===== src/rtl/systolic_skew_feeder_if.sv =====
// Operand-load and skewed-stream signals between a systolic feeder and its driver.
// The driver (master) writes rows and issues start; the feeder (slave) drives the lanes.
interface systolic_skew_feeder_if #(
    parameter int BITS_AB = 8,
    parameter int DIM     = 8
);
    logic                      WrEn;
    logic [$clog2(DIM)-1:0]    Wrow;
    logic signed [BITS_AB-1:0] Win [DIM];
    logic                      start;
    logic signed [BITS_AB-1:0] Aout [DIM];
    logic                      en_out;
    logic                      busy;
    logic                      done;

    modport master (
        output WrEn, Wrow, Win, start,
        input  Aout, en_out, busy, done
    );

    modport slave (
        input  WrEn, Wrow, Win, start,
        output Aout, en_out, busy, done
    );
endinterface


===== src/rtl/systolic_skew_feeder.sv =====
// Buffers a DIM x DIM operand matrix and streams it into one systolic array edge,
// delaying lane r by r cycles so operands meet on the array diagonal.
module systolic_skew_feeder #(
    parameter int BITS_AB = 8,
    parameter int DIM     = 8
) (
    input  logic                  clk,
    input  logic                  rst_n,
    systolic_skew_feeder_if.slave bus
);
    localparam int CW   = $clog2(2 * DIM);
    localparam int LAST = 2 * DIM - 2;

    typedef enum logic [1:0] {
        IDLE   = 2'd0,
        STREAM = 2'd1,
        DONE   = 2'd2
    } state_t;

    state_t                    state;
    logic [CW-1:0]             cnt;
    logic signed [BITS_AB-1:0] m      [DIM][DIM];
    logic signed [BITS_AB-1:0] aout_q [DIM];
    logic signed [BITS_AB-1:0] nxt    [DIM];
    logic [CW-1:0]             nt;
    logic                      en_q;
    logic                      busy_q;
    logic                      done_q;
    logic                      wr_ok;

    // A start in the same IDLE cycle wins over a write, so the stream sees the old matrix.
    assign wr_ok = bus.WrEn && ((state == IDLE && !bus.start) || state == DONE);

    // Lane pattern for the index that will be on the outputs after the next edge.
    // NOTE: every always_comb output gets a default before any condition, so no latch is inferred.
    always_comb begin
        nt = (state == STREAM) ? cnt + 1'b1 : '0;
        for (int r = 0; r < DIM; r++) begin
            nxt[r] = '0;
            for (int k = 0; k < DIM; k++) begin
                if (int'(nt) - r == k) nxt[r] = m[r][k];
            end
        end
    end

    // NOTE: the operand buffer is reset explicitly because it must read as zero after reset;
    // plain storage arrays normally stay out of the reset path.
    always_ff @(posedge clk or negedge rst_n) begin
        if (!rst_n) begin
            state  <= IDLE;
            cnt    <= '0;
            en_q   <= 1'b0;
            busy_q <= 1'b0;
            done_q <= 1'b0;
            for (int r = 0; r < DIM; r++) begin
                aout_q[r] <= '0;
                for (int k = 0; k < DIM; k++) m[r][k] <= '0;
            end
        end else begin
            if (wr_ok) begin
                for (int k = 0; k < DIM; k++) m[bus.Wrow][k] <= bus.Win[k];
            end

            case (state)
                IDLE: begin
                    done_q <= 1'b0;
                    cnt    <= '0;
                    if (bus.start) begin
                        state  <= STREAM;
                        en_q   <= 1'b1;
                        busy_q <= 1'b1;
                        aout_q <= nxt;
                    end
                end
                STREAM: begin
                    if (cnt == CW'(LAST)) begin
                        state  <= DONE;
                        cnt    <= '0;
                        en_q   <= 1'b0;
                        busy_q <= 1'b0;
                        done_q <= 1'b1;
                        for (int r = 0; r < DIM; r++) aout_q[r] <= '0;
                    end else begin
                        cnt    <= cnt + 1'b1;
                        aout_q <= nxt;
                    end
                end
                DONE: begin
                    state  <= IDLE;
                    done_q <= 1'b0;
                end
                default: begin
                    state  <= IDLE;
                    cnt    <= '0;
                    en_q   <= 1'b0;
                    busy_q <= 1'b0;
                    done_q <= 1'b0;
                    for (int r = 0; r < DIM; r++) aout_q[r] <= '0;
                end
            endcase
        end
    end

    assign bus.Aout   = aout_q;
    assign bus.en_out = en_q;
    assign bus.busy   = busy_q;
    assign bus.done   = done_q;
endmodule


===== src/flat_wrapper.sv =====
// flat-port wrapper written by rule: the top's interface ports become plain ports
module systolic_skew_feeder_flat 
#(
    parameter int BITS_AB = 8,
    parameter int DIM     = 8
)
  (clk, rst_n, bus_WrEn, bus_Wrow, bus_Win, bus_start, bus_Aout, bus_en_out, bus_busy, bus_done);
  systolic_skew_feeder_if #(.BITS_AB(BITS_AB), .DIM(DIM)) bus_i ();
  input  logic clk;
  input  logic rst_n;
  input wire logic [$bits(bus_i.WrEn)-1:0] bus_WrEn;
  input wire logic [$bits(bus_i.Wrow)-1:0] bus_Wrow;
  input wire logic [$bits(bus_i.Win)-1:0] bus_Win;
  input wire logic [$bits(bus_i.start)-1:0] bus_start;
  output wire logic [$bits(bus_i.Aout)-1:0] bus_Aout;
  output wire logic [$bits(bus_i.en_out)-1:0] bus_en_out;
  output wire logic [$bits(bus_i.busy)-1:0] bus_busy;
  output wire logic [$bits(bus_i.done)-1:0] bus_done;
  assign bus_i.WrEn = bus_WrEn;
  assign bus_i.Wrow = bus_Wrow;
  assign bus_i.Win = {>>{bus_Win}};
  assign bus_i.start = bus_start;
  assign bus_Aout = {>>{bus_i.Aout}};
  assign bus_en_out = bus_i.en_out;
  assign bus_busy = bus_i.busy;
  assign bus_done = bus_i.done;
  systolic_skew_feeder #(.BITS_AB(BITS_AB), .DIM(DIM)) u_core (.clk(clk), .rst_n(rst_n), .bus(bus_i));
endmodule

===== config.mk =====
export PLATFORM = sky130hd
export DESIGN_NAME = systolic_skew_feeder_flat
export DESIGN_NICKNAME = d
export VERILOG_FILES = /design/src/rtl/systolic_skew_feeder_if.sv /design/src/rtl/systolic_skew_feeder.sv /design/src/flat_wrapper.sv
export SDC_FILE = /design/constraint.sdc
export NUM_CORES = 1
export LEC_CHECK = 0
export CORE_ASPECT_RATIO = 0.75
export CORE_UTILIZATION = 45
export DETAILED_ROUTE_END_ITERATION = 16
export PLACE_DENSITY = 0.64
export REMOVE_ABC_BUFFERS = 1
export SYNTH_ARGS = -nofsm -noshare
export SYNTH_HDL_FRONTEND = slang
export SYNTH_SLANG_ARGS = --single-unit

===== constraint.sdc =====
create_clock -name clk -period 4.25 [get_ports clk]
set_clock_uncertainty 0.1 [all_clocks]
set_input_delay 0.6375 -clock clk [delete_from_list [all_inputs] [get_ports clk]]
set_output_delay 0.6375 -clock clk [all_outputs]
set_load 0.01 [all_outputs]

# Word level (Yosys, flattened, before mapping)
# Index checks and enable logic that the tools add are counted.
[totals]
ff_bits = 584
in_bits = 71
out_inout_bits = 67
wordCells = 268
[classes]
add_sub_neg = 8
n_lt_le_gt_ge = 2
n_eq_ne = 61
n_mux = 102
n_bitwise = 2
n_reduce_logical = 17
[ops]
columns = ["operator", "n"]
rows = [
  ["$bwmux 512", 8],
  ["$demux 64 s3", 8],
  ["$eq 32x4->1 const B", 28],
  ["$mux 8", 65],
  ["$eq 32x3->1 const B", 14],
  ["$logic_not 32->1", 8],
  ["$eq 32x2->1 const B", 7],
  ["$mux 64", 3],
  ["$pmux 64 s3", 1],
  ["$mux 56", 1],
  ["$mux 48", 1],
  ["$mux 40", 1],
  ["$mux 32", 1],
  ["$mux 24", 1],
  ["$eq 4x4->1 const B", 5],
  ["$sub 4x3->5 const B", 4],
  ["$mux 16", 1],
  ["$sub 4x2->5 const B", 2],
  ["$eq 4x3->1 const B", 2],
  ["$mux 4", 2],
  ["$pmux 4 s2", 1],
  ["$sub 4x1->5 const B", 1],
  ["$add 4x1->4 const B", 1],
  ["$eq 4x2->1 const B", 1],
  ["17 further kinds", 25],
]

# Depth between registers and ports, before layout
# Gate-level depths: netlist of the first run.
[logic_depth]
depth_word = 14
ltp_mapped = 15
ltp_nobuf = 11

# Worst setup path before layout of the first run
# OpenSTA, ideal clock, no wires.
[synth_path]
kind = "reg-to-reg"
from = "register u_core.cnt[0]"
to = "register u_core.aout_q (netlist bit u_core.bus.Aout[46])"
setup_ns = 0.095
arrival_time_ns = 3.609
t_required_ns = 4.055
path_slack_ns = 0.446
stages_incl_launch_ff = 15
n_path_buf = 4
period_less_slack_ns = 3.804
cell_sequence = "dfrtp_1 buf_2 inv_1 clkbuf_1 ha_1 or3b_1 buf_2 ha_1 clkbuf_1 or3b_1 a2111o_1 o211a_2 nor3_4 a221oi_1 o31ai_1"
[synth_between]
elab_chain_len = 14
word_cells_on_any_way = 23
cone_classes = "add/sub: 2; eq/ne: 8; mux: 12; reduce/logical: 1"
[synth_rtl]
columns = ["item", "line_no", "source"]
rows = [
  ["start, declared", "systolic_skew_feeder.sv:21", "logic [CW-1:0] cnt;"],
  ["start signal, assigned", "systolic_skew_feeder.sv:84", "cnt <= cnt + 1'b1;"],
  ["$add 4x1->4", "systolic_skew_feeder.sv:37", "nt = (state == STREAM) ? cnt + 1'b1 : '0;"],
  ["$mux 4", "systolic_skew_feeder.sv:37", ""],
  ["$sub 4x2->5", "systolic_skew_feeder.sv:41", "if (int'(nt) - r == k) nxt[r] = m[r][k];"],
  ["$logic_not 32->1", "systolic_skew_feeder.sv:41", ""],
  ["$mux 8 (8 in series)", "systolic_skew_feeder.sv:41", ""],
  ["$mux 64, on equally long branches", "systolic_skew_feeder.sv:76, systolic_skew_feeder.sv:68", ""],
  ["$pmux 64 s3 *", "systolic_skew_feeder.sv:64", "case (state)"],
  ["end signal, assigned", "systolic_skew_feeder.sv:72", "aout_q <= nxt;"],
  ["end signal, assigned", "systolic_skew_feeder.sv:85", "aout_q <= nxt;"],
  ["end, declared", "systolic_skew_feeder.sv:23", "logic signed [BITS_AB-1:0] aout_q [DIM];"],
]
# Mark *: on every way between the ends. The rest lies on a longest branch, timed or not. The select of a mux whose other input is x is not followed.
# A chain may end at the register's enable or synchronous reset.

# Final worst setup path of the first run
[layout_path]
from = "register u_core.cnt[1]"
to = "register u_core.aout_q (netlist bit u_core.bus.Aout[55])"
[layout_between]
elab_chain_len = 14
word_cells_on_any_way = 23
cone_classes = "add/sub: 2; eq/ne: 8; mux: 12; reduce/logical: 1"
[layout_rtl]
columns = ["item", "line_no"]
rows = [
  ["$add 4x1->4", "systolic_skew_feeder.sv:37"],
  ["$mux 4", "systolic_skew_feeder.sv:37"],
  ["$sub 4x1->5", "systolic_skew_feeder.sv:41"],
  ["$logic_not 32->1", "systolic_skew_feeder.sv:41"],
  ["$mux 8 (8 in series)", "systolic_skew_feeder.sv:41"],
  ["$mux 64, on equally long branches", "systolic_skew_feeder.sv:76, systolic_skew_feeder.sv:68"],
  ["$pmux 64 s3 *", "systolic_skew_feeder.sv:64"],
]
# Marked as above.

==> metrics.yaml, run 1 <==
outcome: "finished clean"
globalRouteMet1Util_pct: 48.7
post_cts_buffers: 0
finalMaxSlewViolations: 0
timing.final.hold_violations: 0
grt_setup_unrepaired: "false"
drc_errors: 0
fill_cells: 5113
powerDensity_mw_per_mm2: 829
worstPathArrival_ns: 4.48
use_met3_pct: 8.36
synthCells: 2161
async_reset_ff_share_pct: 100
ioPinCount: 138
start_kind: "flip-flop"
synth_ff_type: "dfrtp_1"
io_buffers: 137
clockPowerShare_pct: 20.9
critPathLaunch: "u_core.cnt[1]$_DFFE_PN0N_"
drt_wl_total_um: 104000
clock_sinks: 584
ant_nets: 0
internal-power_mw: 15.0
dpl.hpwl_um: 68600
switching_share_pct: 43.2
grt_usage_pct: 34.6
max_cap_viol_count: 0
cts_tree: "built"
grt_overflow: 0
clockBufferDepth: 3
cts_resized: 0
grt_pass1_vias: 20400
worst-path-max-fanout: 12
hp-class: "in2async"
ys_ff_latch: 584
synth_most_common_cell: "dfrtp_1"
top_usage_layer: "met2"
die_w_um: 284
die_h_um: 213
netlist_top_cells_count: "dfrtp_1, mux2_2, nand2_1"
n_antenna_cell: 0
crit_required_ns: 4.71
power_switching_mw: 11.4
worstMarginPinSlew_ns: 1.21
placed_cell_area_mm2: 0.0299
nNetsFinal: 2417
clk_latency_ns: 0.65
critical_path.max_stage_delay_ns: 0.79
totalPowerFinal_mw: 26.4
fin_crit_sh_pct: 94.8
vias_per_cell: 6.49
ir_worst_vdd_mv: 0.582
static-leakage-power_nw: 14.7
finalCoreUtilization_pct: 54.1
area_delta_synth_final_pct: 18.9
clkTransAtPathRegs_ns: 0.06
crit_slowest_cell: "nor3_2"
grt_pass1_wl_um: 149000
synth_top_area_share_pct: 54.5
syn-cell-area_mm2: 0.0268
dr.pass1.iters: 6
fmax_mhz: 248
crit_top_cell: "buf_4"
grt_max_degree: 106
crit_path_end_kind: "flip-flop"
path_buf_inv: 2
fin_crit_ns: 4.03
ys_seq_area_share_pct: 54.5
std_cell_rows: 77
post_drt_wl_per_cell_um: 32.9
h-tree-depth: 2
syn_area_per_cell_um2: 12.4
core_area_mm2: 0.0590
r2r-start: "u_core.cnt[1]$_DFFE_PN0N_"
gp_congestion: 1.02
pwr-share-comb_pct: 48.3
num_vias: 20600
crit_family: "simple AND/OR/NAND/NOR gates"
max_slew_margin_pct: 18.6
hold_buffers: 0
root_buffer: "clkbuf_16"
numCtsBuffers: 58
gr-usage-met2_pct: 51.2
setup_violations: 0
drive_gt1_share_pct: 31.9
synth_edf_count: 0
criticalPathCategory: "reg2reg"
drtIter0Drc: 2161
yosys_warnings: 0
yosys.area.top_type: "dfrtp_1"
initial_core_util_pct: 45.5
seqPwrFrac_pct: 30.8
antenna_found_initial: 2
dieArea_mm2: 0.0606
crit_path_cell_trace: "ha_1, buf_4, xor2_4, nor3_2, and2_1, nand2_1, nor2_1, buf_4, a221o_1"
synth_cell_type_count: 80
synth_area_leaders: "dfrtp_1, mux2_2, nand2_1"
final_area_mm2: 0.0319
## state kept, by name, summed over array words and instances (netlist names)
name,cells
u_core.bus.Aout,64
u_core.bus.done,1
u_core.bus.en_out,1
u_core.cnt,4
u_core.m,512
u_core.state,2
## power groups by stage
stage,Combinational (mW),Clock [mW],Sequential (mW)
after floorplan,6.27,0,7.93
after global placement,12.3,0,8.12
after detailed placement,12.4,0,8.19
after CTS,12.4,5.58,8.10
after global routing,13.3,5.81,8.29
final,12.8,5.53,8.15
## metal layers
metal	share of wire [%]	routed length [um]
met2	43	44800
met5	0	0
met3	9.5	9940
met4	4.3	4510
met1	43	45100
## final cells by class
type | instances | area, um2 | area share [%]
inverters | 14 | 52.6 | 0.165
clock buffers | 86 | 1670 | 5.22
clock inverters | 20 | 353 | 1.11
multi-input cells | 1414 | 11600 | 36.5
well taps | 790 | 988 | 3.10
repair buffers | 267 | 2590 | 8.12
flip-flops and latches | 584 | 14600 | 45.8
## worst paths after layout
path                                                   end  depth (start not counted)  slack [ns]
setup / recovery           u_core.bus.Aout[55]$_DFFE_PN0P_                          9        0.22
hold / removal                   u_core.m[290]$_DFFE_PN0P_                          1       0.002
setup reg to reg           u_core.bus.Aout[55]$_DFFE_PN0P_                          9        0.22
hold reg to reg                  u_core.m[415]$_DFFE_PN0P_                          1        0.39
max in group asynchronous        u_core.m[204]$_DFFE_PN0P_                          2        2.96
min in group clk                 u_core.m[415]$_DFFE_PN0P_                          1        0.39
## cell usage in the layout, fill, tap and decap left out, types with 19 or more instances in the layout
master	n
mux2_2	505
or3_1	22
o31ai_1	22
nand3_1	24
a221o_1	30
dfrtp_1	583
o22ai_1	29
o221ai_1	26
clkdlybuf4s50_1	136
nand2b_1	21
buf_4	111
clkbuf_16	58
mux2i_1	22
nor2_1	64
o2bb2ai_1	19
nor3_1	45
a22oi_1	31
buf_12	19
o21ai_0	73
nand2_1	134
a21oi_1	95
a221oi_1	27
## stage by stage
step                      setup TNS, ns  hold slack, ns  setup WS, ns  instances
after floorplan                -1867.59           0.242         -4.96       2012
after global placement                0           0.368         0.488       3069
after detailed placement              0           0.376         0.399       3069
after CTS                             0          0.0468         0.380       3175
after global routing                  0          0.0631         0.245       3175
final                                 0         0.00177         0.222       3175
## logic make-up (layout without fill, tap and decap cells)
logic type,Yosys count,after routing,share of synthesized area (%)
compound gates,472,472,12.5
simple gates,396,396,7.41
flops,584,584,54.5
buf+inv,163,387,2.67
mux,530,530,22.1
fa+ha+maj,7,7,0.327
xor+xnor,9,9,0.429
(Power assumes the default switching activity.)
==> run 2: changes to the inputs <==
Clock period 4.25 ns to 4.7 ns, I/O delays scaled along.
==> run 2 against run 1 <==
Effect of this change:
- sequential share of layout area grew 0.42 points
- combinational power shrank 12%
- total power shrank 11%
- final area shrank 0.90%
- critical endpoint is now u_core.bus.Aout[16]$_DFFE_PN0P_
- highest routed layer unchanged
==> metrics.yaml, run 2 (same netlist as run 1, synthesis figures left out) <==
ant_nets: 0
dr.pass1.iters: 6
cts_resized: 0
highest_layer: "met4"
grt_setup_unrepaired: "false"
initial_core_util_pct: 45.5
area_delta_synth_final_pct: 17.9
crit_required_ns: 5.13
dpl.hpwl_um: 67400
die_w_um: 284
fin_crit_ns: 4.22
drive_gt1_share_pct: 31.4
clkTransAtPathRegs_ns: 0.07
max_cap_viol_count: 0
outcome: "finished clean"
largest_register_ffs: 512
clockBufferDepth: 3
std_cell_rows: 77
nNetsFinal: 2393
post_drt_wl_per_cell_um: 32.6
grt_max_degree: 120
drt_wl_total_um: 103000
r2r_setup_slack_ns: 0.48
antenna_found_initial: 5
grt_usage_pct: 34.2
num_vias: 20500
static-leakage-power_nw: 14.6
ir_worst_vdd_mv: 0.684
criticalPathCategory: "reg2reg"
vias_per_cell: 6.49
mostFrequentLayoutCell: "dfrtp_1"
worstMarginPinSlew_ns: 1.31
grt_pass1_vias: 20200
powerDensity_mw_per_mm2: 744
worst-path-max-fanout: 16
die_h_um: 213
whs_ns: 0.0908
gp_congestion: 1.02
worstPathArrival_ns: 4.65
fmax_mhz: 237
setup_violations: 0
timing.final.hold_violations: 0
routed-wl-met2_um: 43900
grt_overflow: 0
dieArea_mm2: 0.0606
fin_crit_sh_pct: 89.8
drtIter0Drc: 2354
finalMaxSlewViolations: 0
io_buffers: 137
core_area_mm2: 0.0590
final_area_mm2: 0.0316
m1WireLength_um: 43600
root_buffer: "clkbuf_16"
drc_errors: 0
grt_pass1_wl_um: 148000
placed_cell_area_mm2: 0.0296
start_kind: "flip-flop"
totalPowerFinal_mw: 23.5
numCtsBuffers: 58
wl_met3_um: 11200
top_register: "u_core.m"
clk_latency_ns: 0.65
hold_buffers: 0
max_slew_margin_pct: 11.7
ioPinCount: 138
hp-class: "in2async"
final_cell_mix: "dfrtp_1, mux2_2, clkdlybuf4s50_1, nand2_1, a21oi_1"
crit_path_end_kind: "flip-flop"
h-tree-depth: 2
post_cts_buffers: 0
cts_tree: "built"
clock_sinks: 584
-- run 2: layout make-up --
type	instances	area, um2
multi-input combinational	1414	11600
clock buffer	90	1750
fill	5061	27400
sequential	584	14600
clock inverter	18	229
inverter	14	52.6
antenna	3	7.51
timing repair buffer	243	2330
tap	790	988
-- run 2: final timing paths --
kind	cells after the start	start	to
max	12	u_core.cnt[1]$_DFFE_PN0N_	u_core.bus.Aout[16]$_DFFE_PN0P_
min	1	rst_n	u_core.m[474]$_DFFE_PN0P_
max in group asynchronous	2	rst_n	u_core.m[349]$_DFFE_PN0P_
min reg2reg	1	u_core.m[415]$_DFFE_PN0P_	u_core.m[415]$_DFFE_PN0P_
min in group clk	1	u_core.m[415]$_DFFE_PN0P_	u_core.m[415]$_DFFE_PN0P_
max reg2reg	12	u_core.cnt[1]$_DFFE_PN0N_	u_core.bus.Aout[16]$_DFFE_PN0P_
-- run 2: report_power, final --
part | leakage (nW) | switching, mW | internal (mW) | total [mW]
clock | 0.975 | 2.09 | 2.79 | 4.88
combinational | 5.64 | 7.29 | 4.01 | 11.3
sequential | 7.94 | 0.921 | 6.43 | 7.35
-- run 2: worst max-delay path, stage by stage (launching register included) --
cell	delay [ns]
dfrtp_1	0.55
ha_1	0.54
xnor2_2	0.14
nor2_2	0.12
buf_4	0.36
ha_1	0.29
buf_4	0.22
clkinv_1	0.25
o21ai_0	0.23
or3_1	0.58
o21ai_0	0.22
and2_1	0.25
o31ai_1	0.26
-- run 2: metrics by stage --
| stage | TNS, ns | cells | util, % | setup WS (ns) |
|---|---|---|---|---|
| floorplan | -1642.92 | 2012 | - | -4.58 |
| finish | 0 | 3156 | 53.6 | 0.481 |
| detailed placement | 0 | 3045 | 50.2 | 0.607 |
| global placement | 0 | 3045 | 50.2 | 0.764 |
| CTS | 0 | 3153 | 53.6 | 0.620 |
| global route | 0 | 3153 | 53.6 | 0.325 |
-- run 2: metal layers --
metal | global-route usage, % | vias up
met3 | 9.24 | 208
met2 | 49.4 | 1135
met4 | 14.2 | 0
met5 | 0 | -
met1 | 48.5 | 10700
li1 | - | 8404
==> run 3: changes to the inputs <==
Settings changed: CTS_BUF_LIST from default to sky130_fd_sc_hd__clkbuf_8 sky130_fd_sc_hd__clkbuf_16.
==> run 3 against run 2 <==
Effect of this change:
- critical path type unchanged
- die area did not move
- clock power about the same
- setup slack lost 0.0078 ns
- cell count unchanged
- fmax shrank 0.18%
- global-route usage is essentially flat
- sequential share of layout area unchanged
- count of clock-buffer cells in the layout is 14 lower
- routed wire length up 0.23%
- combinational power hardly changed
- final area unchanged
- largest power group unchanged
==> metrics.yaml, run 3 (same netlist as run 1, synthesis figures left out) <==
outcome: "finished clean"
cts_resized: 0
dr.pass1.iters: 7
path_buf_inv: 3
top_register: "u_core.m"
start_kind: "flip-flop"
place_inst: 3045
final_cell_mix: "dfrtp_1, mux2_2, clkdlybuf4s50_1, nand2_1, a21oi_1"
crit_slowest_cell: "or3_1"
clk_latency_ns: 0.65
largest_register_ffs: 512
crit_required_ns: 5.13
core_area_mm2: 0.0590
max_cap_viol_count: 0
totalPowerFinal_mw: 23.5
clkTransAtPathRegs_ns: 0.07
dpl.hpwl_um: 67400
crit_family: "simple AND/OR/NAND/NOR gates"
grt_pass1_wl_um: 148000
root_buffer: "clkbuf_16"
hold_buffers: 0
die_w_um: 284
pre_cts_slack_ns: 0.607
ioPinCount: 138
whs_ns: 0.0843
io_buffers: 137
post_cts_buffers: 0
post_drt_wl_per_cell_um: 32.7
gp_congestion: 1.02
grt_overflow: 0
final_area_mm2: 0.0316
fin_ws_ns: 0.473
criticalPathCategory: "reg2reg"
register_area_mm2: 0.0146
cts_tree: "built"
ant_nets: 0
worstPathArrival_ns: 4.66
crit_path_cell_trace: "ha_1, xnor2_2, nor2_2, buf_4, ha_1, buf_4, clkinv_1, o21ai_0, or3_1, o21ai_0, and2_1, o31ai_1"
mostFrequentLayoutCell: "dfrtp_1"
drtIter0Drc: 2333
crit_path_end_kind: "flip-flop"
drive_gt1_share_pct: 31.4
placed_cell_area_mm2: 0.0296
die_h_um: 213
setup_tns_ns: 0
nNetsFinal: 2393
clockBufferDepth: 3
area_delta_synth_final_pct: 17.9
grt_pass1_vias: 20200
vias_per_cell: 6.49
drt_wl_total_um: 103000
hp-class: "in2async"
grt_usage_pct: 34.2
grt_max_degree: 120
fill_cells: 5058
powerDensity_mw_per_mm2: 744
setup_violations: 0
h-tree-depth: 2
multi_input_area_mm2: 0.0116
num_vias: 20500
drc_errors: 0
finalMaxSlewViolations: 0
fin_crit_sh_pct: 89.9
worst-path-max-fanout: 16
fin_crit_ns: 4.23
std_cell_rows: 77
instances_no_fill: 3156
max_slew_margin_pct: 16.3
initial_core_util_pct: 45.5
critical_path.max_stage_delay_ns: 0.58
timing.final.hold_violations: 0
fmax_mhz: 237
clock_sinks: 584
static-leakage-power_nw: 14.6
antenna_found_initial: 5
dieArea_mm2: 0.0606
grt_setup_unrepaired: "false"
numCtsBuffers: 58
ir_worst_vdd_mv: 0.682
worstMarginPinSlew_ns: 1.24
finalCoreUtilization_pct: 53.6
-- run 3: area by class of cell --
class                           instances  share of cell area [%]
Antenna cell                            3                  0.0237
Clock buffer                           76                    5.38
Clock inverter                         32                   0.891
Inverter                               14                   0.166
Multi-Input combinational cell       1414                    36.8
Sequential cell                       584                    46.2
Tap cell                              790                    3.13
Timing Repair Buffer                  243                    7.39
-- run 3: final timing paths --
kind	startpoint	to	slack [ns]	depth (start not counted)
max	u_core.cnt[1]$_DFFE_PN0N_	u_core.bus.Aout[16]$_DFFE_PN0P_	0.47	12
min	rst_n	u_core.m[306]$_DFFE_PN0P_	0.08	1
max reg2reg	u_core.cnt[1]$_DFFE_PN0N_	u_core.bus.Aout[16]$_DFFE_PN0P_	0.47	12
min reg2reg	u_core.m[415]$_DFFE_PN0P_	u_core.m[415]$_DFFE_PN0P_	0.39	1
max in group asynchronous	rst_n	u_core.m[357]$_DFFE_PN0P_	3.21	2
min in group clk	u_core.m[415]$_DFFE_PN0P_	u_core.m[415]$_DFFE_PN0P_	0.39	1
-- run 3: where the power goes --
| group | internal (mW) | switching (mW) |
|---|---|---|
| Combinational | 4.01 | 7.30 |
| Clock | 2.75 | 2.10 |
| Sequential | 6.43 | 0.923 |
-- run 3: layer usage --
metal / wire [um] / global-route usage [%]
met5: 0 / 0
met4: 4590 / 14.4
met3: 10900 / 9.27
met2: 43700 / 49.3
met1: 44000 / 48.5
